--- src/rtl/sign_narrowing_unit_pkg.sv ---
// -----------------------------------------------------------------------------
// sign_narrowing_unit_pkg
// Shared definitions for the store-path narrowing unit: access-size
// encodings, byte-enable constants and saturation limits.
// Optional feature macro: SIGN_NARROW_SAT_EN. When it is defined, the
// saturation limits below are used to clamp overflowing values.
// -----------------------------------------------------------------------------
package sign_narrowing_unit_pkg;

    localparam logic [1:0] SZ_BYTE = 2'b00;
    localparam logic [1:0] SZ_HALF = 2'b01;
    localparam logic [1:0] SZ_WORD = 2'b10;
    localparam logic [1:0] SZ_RSVD = 2'b11;

    localparam logic [3:0] BE_NONE = 4'b0000;
    localparam logic [3:0] BE_ALL  = 4'b1111;

    localparam logic [7:0]  SAT_S8_MAX  = 8'h7F;
    localparam logic [7:0]  SAT_S8_MIN  = 8'h80;
    localparam logic [7:0]  SAT_U8_MAX  = 8'hFF;
    localparam logic [15:0] SAT_S16_MAX = 16'h7FFF;
    localparam logic [15:0] SAT_S16_MIN = 16'h8000;
    localparam logic [15:0] SAT_U16_MAX = 16'hFFFF;

endpackage

--- src/rtl/sign_narrowing_unit_check.sv ---
// -----------------------------------------------------------------------------
// narrow_range_check
// Combinational range check for store narrowing. Decides whether the
// 32-bit register value is representable in the target width (signed or
// unsigned) and produces the narrowed value, right-justified.
// Optional feature macro: SIGN_NARROW_SAT_EN (clamp instead of truncate).
//
// Ports:
//   data      in  32  register value
//   size      in  2   access size (byte/half/word/reserved)
//   is_signed in  1   1 = signed range, 0 = unsigned range
//   ovf       out 1   value not representable in the target width
//   narrowed  out 32  narrowed value in the low bits (word: unchanged)
// -----------------------------------------------------------------------------
module narrow_range_check
    import sign_narrowing_unit_pkg::*;
(
    input  logic [31:0] data,
    input  logic [1:0]  size,
    input  logic        is_signed,
    output logic        ovf,
    output logic [31:0] narrowed
);

`ifdef SIGN_NARROW_SAT_EN
    // Overflow direction follows the sign of the full 32-bit value.
    function automatic logic [7:0] clamp_byte(input logic neg, input logic sgn);
        if (!sgn)
            return SAT_U8_MAX;
        return neg ? SAT_S8_MIN : SAT_S8_MAX;
    endfunction

    function automatic logic [15:0] clamp_half(input logic neg, input logic sgn);
        if (!sgn)
            return SAT_U16_MAX;
        return neg ? SAT_S16_MIN : SAT_S16_MAX;
    endfunction
`endif

    always_comb begin
        ovf      = 1'b0;
        narrowed = data;
        case (size)
            SZ_BYTE: begin
                // Signed fits only if bits 31..7 are a pure sign extension.
                if (is_signed)
                    ovf = !((&data[31:7]) || !(|data[31:7]));
                else
                    ovf = |data[31:8];
                narrowed = {24'b0, data[7:0]};
`ifdef SIGN_NARROW_SAT_EN
                if (ovf)
                    narrowed = {24'b0, clamp_byte(data[31], is_signed)};
`endif
            end
            SZ_HALF: begin
                if (is_signed)
                    ovf = !((&data[31:15]) || !(|data[31:15]));
                else
                    ovf = |data[31:16];
                narrowed = {16'b0, data[15:0]};
`ifdef SIGN_NARROW_SAT_EN
                if (ovf)
                    narrowed = {16'b0, clamp_half(data[31], is_signed)};
`endif
            end
            default: begin
                ovf      = 1'b0;
                narrowed = data;
            end
        endcase
    end

endmodule

--- src/rtl/sign_narrowing_unit.sv ---
// -----------------------------------------------------------------------------
// sign_narrowing_unit
// Store-path narrowing between EX/MEM and data memory. Range-checks the
// register value for byte/half stores, lane-aligns it onto the 32-bit store
// bus, generates byte enables, flags misalignment, and counts overflowing
// beats in a saturating debug counter. One registered stage with a
// valid/ready handshake (latency 1, full throughput).
// Optional feature macro: SIGN_NARROW_SAT_EN (saturate instead of truncate).
//
// Parameters:
//   CNT_W          width of the overflow event counter
// Ports:
//   clk, reset     clock, synchronous active-high reset
//   in_valid/in_ready    input handshake
//   in_data        32-bit register value
//   in_size        00 byte, 01 half, 10 word, 11 reserved
//   in_signed      1 signed range check, 0 unsigned
//   in_addr        low address bits for lane placement
//   out_valid/out_ready  output handshake
//   out_data       lane-aligned narrowed data
//   out_be         byte enables, bit i = lane i
//   out_ovf        value not representable in the target width
//   out_misalign   misaligned address for the size, or reserved size
//   ovf_count      saturating count of accepted overflowing, aligned beats
// -----------------------------------------------------------------------------
module sign_narrowing_unit
    import sign_narrowing_unit_pkg::*;
#(
    parameter int CNT_W = 16
) (
    input  logic             clk,
    input  logic             reset,
    input  logic             in_valid,
    output logic             in_ready,
    input  logic [31:0]      in_data,
    input  logic [1:0]       in_size,
    input  logic             in_signed,
    input  logic [1:0]       in_addr,
    output logic             out_valid,
    input  logic             out_ready,
    output logic [31:0]      out_data,
    output logic [3:0]       out_be,
    output logic             out_ovf,
    output logic             out_misalign,
    output logic [CNT_W-1:0] ovf_count
);

    logic             rc_ovf;
    logic [31:0]      rc_narrowed;
    logic [31:0]      lane_data;
    logic [3:0]       lane_be;
    logic             beat_ovf;
    logic             misalign;
    logic             accept;

    logic             vld_p1;
    logic [31:0]      data_p1;
    logic [3:0]       be_p1;
    logic             ovf_p1;
    logic             mis_p1;
    logic [CNT_W-1:0] cnt_p1;

    narrow_range_check u_check (
        .data      (in_data),
        .size      (in_size),
        .is_signed (in_signed),
        .ovf       (rc_ovf),
        .narrowed  (rc_narrowed)
    );

    assign in_ready = !vld_p1 || out_ready;
    assign accept   = in_valid && in_ready;

    // Stage p0: lane placement, byte enables, misalignment
    always_comb begin
        lane_data = rc_narrowed;
        lane_be   = BE_ALL;
        beat_ovf  = rc_ovf;
        misalign  = 1'b0;
        case (in_size)
            SZ_BYTE: begin
                lane_data = {4{rc_narrowed[7:0]}};
                lane_be   = 4'b0001 << in_addr;
            end
            SZ_HALF: begin
                lane_data = {2{rc_narrowed[15:0]}};
                lane_be   = in_addr[1] ? 4'b1100 : 4'b0011;
                misalign  = in_addr[0];
            end
            SZ_WORD: begin
                lane_data = rc_narrowed;
                lane_be   = BE_ALL;
                misalign  = |in_addr;
            end
            default: begin
                // Reserved size: nothing is written and overflow is meaningless.
                beat_ovf = 1'b0;
                misalign = 1'b1;
            end
        endcase
        if (misalign) begin
            lane_data = 32'b0;
            lane_be   = BE_NONE;
        end
    end

    // Stage p1: output register, held until the downstream accepts
    always_ff @(posedge clk) begin
        if (reset) begin
            vld_p1  <= 1'b0;
            data_p1 <= 32'b0;
            be_p1   <= BE_NONE;
            ovf_p1  <= 1'b0;
            mis_p1  <= 1'b0;
        end else if (accept) begin
            vld_p1  <= 1'b1;
            data_p1 <= lane_data;
            be_p1   <= lane_be;
            ovf_p1  <= beat_ovf;
            mis_p1  <= misalign;
        end else if (out_ready) begin
            vld_p1  <= 1'b0;
        end
    end

    // Misaligned beats never reach memory, so they are not counted.
    always_ff @(posedge clk) begin
        if (reset)
            cnt_p1 <= '0;
        else if (accept && beat_ovf && !misalign && (cnt_p1 != {CNT_W{1'b1}}))
            cnt_p1 <= cnt_p1 + 1'b1;
    end

    assign out_valid    = vld_p1;
    assign out_data     = data_p1;
    assign out_be       = be_p1;
    assign out_ovf      = ovf_p1;
    assign out_misalign = mis_p1;
    assign ovf_count    = cnt_p1;

endmodule

--- config.mk ---
export PLATFORM = sky130hd
export DESIGN_NAME = sign_narrowing_unit
export DESIGN_NICKNAME = d
export VERILOG_FILES = /design/src/rtl/sign_narrowing_unit_pkg.sv /design/src/rtl/sign_narrowing_unit_check.sv /design/src/rtl/sign_narrowing_unit.sv
export SDC_FILE = /design/constraint.sdc
export NUM_CORES = 1
export LEC_CHECK = 0
export BUFFER_PORTS_ARGS = -buffer_cell sky130_fd_sc_hd__buf_2
export CAP_MARGIN = 0
export CORE_ASPECT_RATIO = 0.9
export CORE_MARGIN = 3
export CORE_UTILIZATION = 54
export DETAILED_ROUTE_END_ITERATION = 10
export PLACE_DENSITY_LB_ADDON = 0.2
export SLEW_MARGIN = 20
export SYNTH_ARGS = -nofsm -noshare
export SYNTH_HDL_FRONTEND = slang
export SYNTH_SLANG_ARGS = --single-unit
--- constraint.sdc ---
create_clock -name clk -period 4.8 [get_ports clk]
set_clock_uncertainty 0.15 [all_clocks]
set_input_delay 1.44 -clock clk [delete_from_list [all_inputs] [get_ports clk]]
set_output_delay 1.44 -clock clk [all_outputs]
set_load 0.01 [all_outputs]
* Word-level counts from Yosys, hierarchy flattened
Index checks and enable logic that the tools add are counted.
** Storage, ports and cells
- Register bits :: 55
- Bits of input ports :: 41
- Output and inout port bits :: 56
- Word-level logic and storage cells :: 47
** Cells by class
- $add $sub $neg :: 1
- Eq/ne operators :: 3
- Shifts and indexed selects :: 1
- Multiplexer cells :: 13
- Reductions and logical operators :: 23
** Operator list (number)
- one-hot mux 32 bit (2 select lines) :: 2
- two-way mux 32 bit :: 1
- AND reduction 25 bit :: 1
- OR reduction 25 bit :: 1
- OR reduction 24 bit :: 1
- AND reduction 17 bit :: 1
- OR reduction 17 bit :: 1
- adder 16 x 1 -> 16 bit, second input constant :: 1
- != test 16 bit, second input constant :: 1
- OR reduction 16 bit :: 1
- two-way mux 4 bit :: 2
- one-hot mux 4 bit (2 select lines) :: 1
- zero test 1 bit :: 6
- two-way mux 1 bit :: 5
- logical AND 1 bit :: 4
- << shifter 1 x 2 -> 4 bit, first input constant :: 1
- logical OR 1 bit :: 3
- one-hot mux 1 bit (3 select lines) :: 1
- OR reduction 3 bit :: 1
- equality test 2 x 1 -> 1 bit, second input constant :: 1
- equality test 2 bit, second input constant :: 1
- zero test 2 bit :: 1
- one-hot mux 1 bit (2 select lines) :: 1
- nonzero test 2 bit :: 1
- OR reduction 2 bit :: 1

* Logic depth before layout (Yosys ltp)
- Depth after elaboration :: 10
- Depth in mapped cells :: 9
- Depth with buffers taken out :: 6

* By module
Synthesis repeated with hierarchy kept, for this count alone.
** Second synthesis, totals
- Cell total of the unflattened synthesis :: 373
- Area, all modules :: 3079.2 sq um
** By module, submodules not included
- sign_narrowing_unit :: instances 1, cells each 316, area an instance 2711.4 sq um, sequential area each 1101.1 sq um
- narrow_range_check :: instances 1, cells each 57, area an instance 367.9 sq um, sequential area each 0.0 sq um

* Worst setup path before layout
No wires, ideal clock.
- Path kind :: input to output
- Start :: in out_ready
- End :: out in_ready
- Arrival :: 1.630 ns
- Required time :: 3.210 ns
- Slack :: 1.580 ns
- Stages :: 1
- Path buffers :: 0
- Cell sequence :: nand2b_1
** On the way
- Word-level cells in the longest chain between the ends :: 1
** Ends and longest elaborated chain
- start, declared :: RTL line sign_narrowing_unit.sv:40 : input logic out_ready,
- logical OR 1 bit :: RTL line sign_narrowing_unit.sv:71 : assign in_ready = !vld_p1 || out_ready;
- end, declared :: RTL line sign_narrowing_unit.sv:34 : output logic in_ready,
Every way passes these cells.

* Final worst setup path
Same ends and word-level chain as after synthesis.

==> impl_metrics.py <==
metrics = {
    "clocking": {
        "cts_buffer_depth": 2,
        "hold_buffers": 0,
        "cts_sinks": 55,
        "h-tree-depth": 2,
        "cts-buffers-inserted": 5,
        "cts_resized": 0,
        "insertion_delay_ns": 0.31,
        "clk_pin_slew_ns": 0.09,
        "tritoncts": "yes",
        "cts_root_buf": "clkbuf_8",
        "post-cts-setup-buffers": 0,
    },
    "placed_design": {
        "place_hpwl_um": 5835,
        "place_congestion": 0.9546,
        "place_inst": 485,
        "dpl_worst_slack_ns": 1.054,
        "port_buffers": 96,
    },
    "worst_setup_path": {
        "max_stage_delay_ns": 0.18,
        "worstPathRequired_ns": 3.21,
        "path_class": "in -> out",
        "crit_fanout": 4,
        "critPathArrivalTime_ns": 1.88,
        "cp_num_cells": 3,
        "timing.rr.start": "ovf_count[4]$_SDFFE_PP0P_",
        "critPathBufInv": 2,
        "startpoint": "out_ready",
        "slowest_stage": "nand2b_1",
        "crit_top_cell": "buf_2",
        "path_cells": "buf_2 -> nand2b_1 -> buf_2",
        "endpoint_kind": "output port",
        "reg2reg_depth": 6,
        "crit_family": "buffers and inverters",
        "start_kind": "primary input",
    },
    "floorplanning": {
        "die_area_mm2": 0.006248,
        "die_h_um": 75.29,
        "coreArea_mm2": 0.004985,
        "fp.dieW_um": 82.99,
        "io_pins": 97,
        "initial_core_util": 0.5778,
        "rows": 24,
    },
    "global_routing": {
        "antenna_found_initial": 0,
        "gr-usage-all-layers": 0.2533,
        "grt_pass1_vias": 2635,
        "grt_max_degree": 61,
        "grt_pass1_wl_um": 12800,
        "grt_overflow": 0,
    },
    "yosys": {
        "yosysSeqAreaShare": 0.3823,
        "synthArstFlopShare": 0,
        "yosys.area.top_type": "dfxtp_1",
        "synth_edf_count": 0,
        "yosys_warnings": 0,
        "syn_area_per_cell_um2": 8.277,
        "synth_area_leaders": "dfxtp_1 38%, mux2i_1 8.3%, a21oi_1 7.5%, nor2_1 4.8%, nor3_1 3.8%",
        "syn_nets": 390,
        "ys.flop_type": "dfxtp_1",
        "netlist.area_leader.share": 0.3823,
        "netlist_area_mm2": 0.002880,
        "yosysUniqueCellTypes": 49,
        "synth_cells": 348,
        "synth-seq-cells": 55,
    },
    "worst_hold_path": {
        "min_from": "out_misalign$_SDFFE_PP0P_",
        "hold_depth": 2,
        "min_path_type": "reg -> reg",
    },
    "sta": {
        "relSlewSlack": 0.3058,
        "setup_ws_ns": 1.332,
        "grt_setup_unrepaired": "no",
        "setup_viol": 0,
        "finalCritPeriodShare": 0.7226,
        "timing.fmax_mhz": 288.3,
        "finalMaxSlewViolations": 0,
        "tightest_slew_ns": 1.041,
        "tns_ns": 0,
        "hold_violations": 0,
        "period_needed_ns": 3.468,
    },
    "flow_run": {
        "drv_cap": 0,
    },
    "power_and_ir_drop": {
        "ir_worst_vdd_v": 0.0001605,
        "power.total_w": 0.0008832,
        "p_leak_nw": 1.453,
        "pwr_density_cell_mw_per_mm2": 259.0,
    },
    "finish": {
        "instances_no_fill": 493,
        "drive_gt1_frac": 0.2874,
        "diodes": 0,
        "area_growth_pct": 18.42,
        "nets": 469,
    },
    "route": {
        "postRouteAntennaNets": 0,
        "vias": 2922,
        "firstDrtPassIters": 6,
        "drc_errors": 0,
        "vias_per_cell": 5.927,
        "wirelength_um": 7905,
        "wl_per_cell_um": 16.03,
        "detail_route.iter0.violations": 199,
    },
    "run_status": {
        "status": "finished, final reports clean",
    },
}
## stage by stage
step / cell area, um^2 / utilization / hold WS (ns)
finish: 3411 / 0.6842 / 0.3056
global route: 3411 / 0.6842 / 0.3370
CTS: 3411 / 0.6842 / 0.3102
detailed placement: 3329 / 0.6679 / 0.2969
global placement: 3329 / 0.6679 / 0.2913
floorplan: 2880 / - / 0.3261
## report_power, final
| part | switching, W | total, W | internal (W) |
|---|---|---|---|
| clock | 0.000146 | 0.000248 | 0.000103 |
| sequential | 0.00000772 | 0.000478 | 0.000470 |
| combinational | 0.000102 | 0.000157 | 0.0000547 |
| total | 0.000255 | 0.000883 | 0.000628 |
## flip-flops by register name, indices dropped and copies added, names as in the netlist
register and count:
out_be 4, out_data 32, out_misalign 1, out_ovf 1, out_valid 1, ovf_count 16
## Yosys cell counts, types with 2 or more instances
| cell | instances |
|---|---|
| a21oi_1 | 43 |
| a22oi_1 | 8 |
| and2_1 | 2 |
| and3_1 | 2 |
| buf_1 | 5 |
| buf_2 | 2 |
| buf_4 | 2 |
| clkbuf_1 | 14 |
| dfxtp_1 | 55 |
| inv_1 | 2 |
| mux2_4 | 4 |
| mux2i_1 | 24 |
| nand2_1 | 27 |
| nand3_1 | 19 |
| nand4_1 | 10 |
| nor2_1 | 37 |
| nor2b_1 | 5 |
| nor3_1 | 22 |
| nor3_2 | 2 |
| nor4_1 | 5 |
| o21ai_0 | 9 |
| o21ai_1 | 2 |
| o21ai_2 | 3 |
| o31ai_1 | 9 |
| or3_1 | 2 |
| or4_1 | 10 |
## worst paths after layout
path	to	slack, ns
hold / removal	out_misalign$_SDFFE_PP0P_	0.31
setup reg to reg	ovf_count[12]$_SDFFE_PP0P_	2.22
setup / recovery	in_ready	1.33
hold reg to reg	out_misalign$_SDFFE_PP0P_	0.31
## area by class of cell
type	count	area (um^2)
Tap cell	65	81.33
Sequential cell	55	1101
Clock inverter	1	5.005
Timing Repair Buffer	97	488.0
Clock buffer	7	76.32
Inverter	3	11.26
Multi-Input combinational cell	265	1648
Fill cell	437	1574
## routing by layer
metal  vias to the layer above  routed length, um  GRT usage
li1                       1429                  -          -
met1                      1363               3631     0.3507
met2                       114               3515     0.3977
met3                        16                632    0.05689
met4                         0                125    0.07985
met5                         -                  0          0
## kinds of logic after synthesis
| family | after synthesis | synth area share |
|---|---|---|
| adder cells (fa/ha/maj) | 1 | 0.004343 |
| buffers and inverters | 28 | 0.04648 |
| AND/OR/NAND/NOR | 153 | 0.2815 |
| AO/OA/AOI/OAI | 81 | 0.1742 |
| multiplexers | 29 | 0.1082 |
| XOR/XNOR | 1 | 0.003041 |
| flip-flops | 55 | 0.3823 |
## cells in the final DEF (no fill, tap or decap), drive strengths merged, types with 6 or more instances in the layout
cell type	instances
buf	97
dfxtp	55
a21oi	44
nor2	39
nand2	28
mux2i	24
nor3	24
nand3	19
o21ai	14
nand4	10
or4	10
o31ai	9
a22oi	9
clkbuf	7
nor4	6
## tightest hold or removal path, stage by stage, from the launching register on
cell and delay (ns):
dfxtp_1 0.32, nand2_1 0.05, a21oi_1 0.05
(Power assumes the default switching activity.)
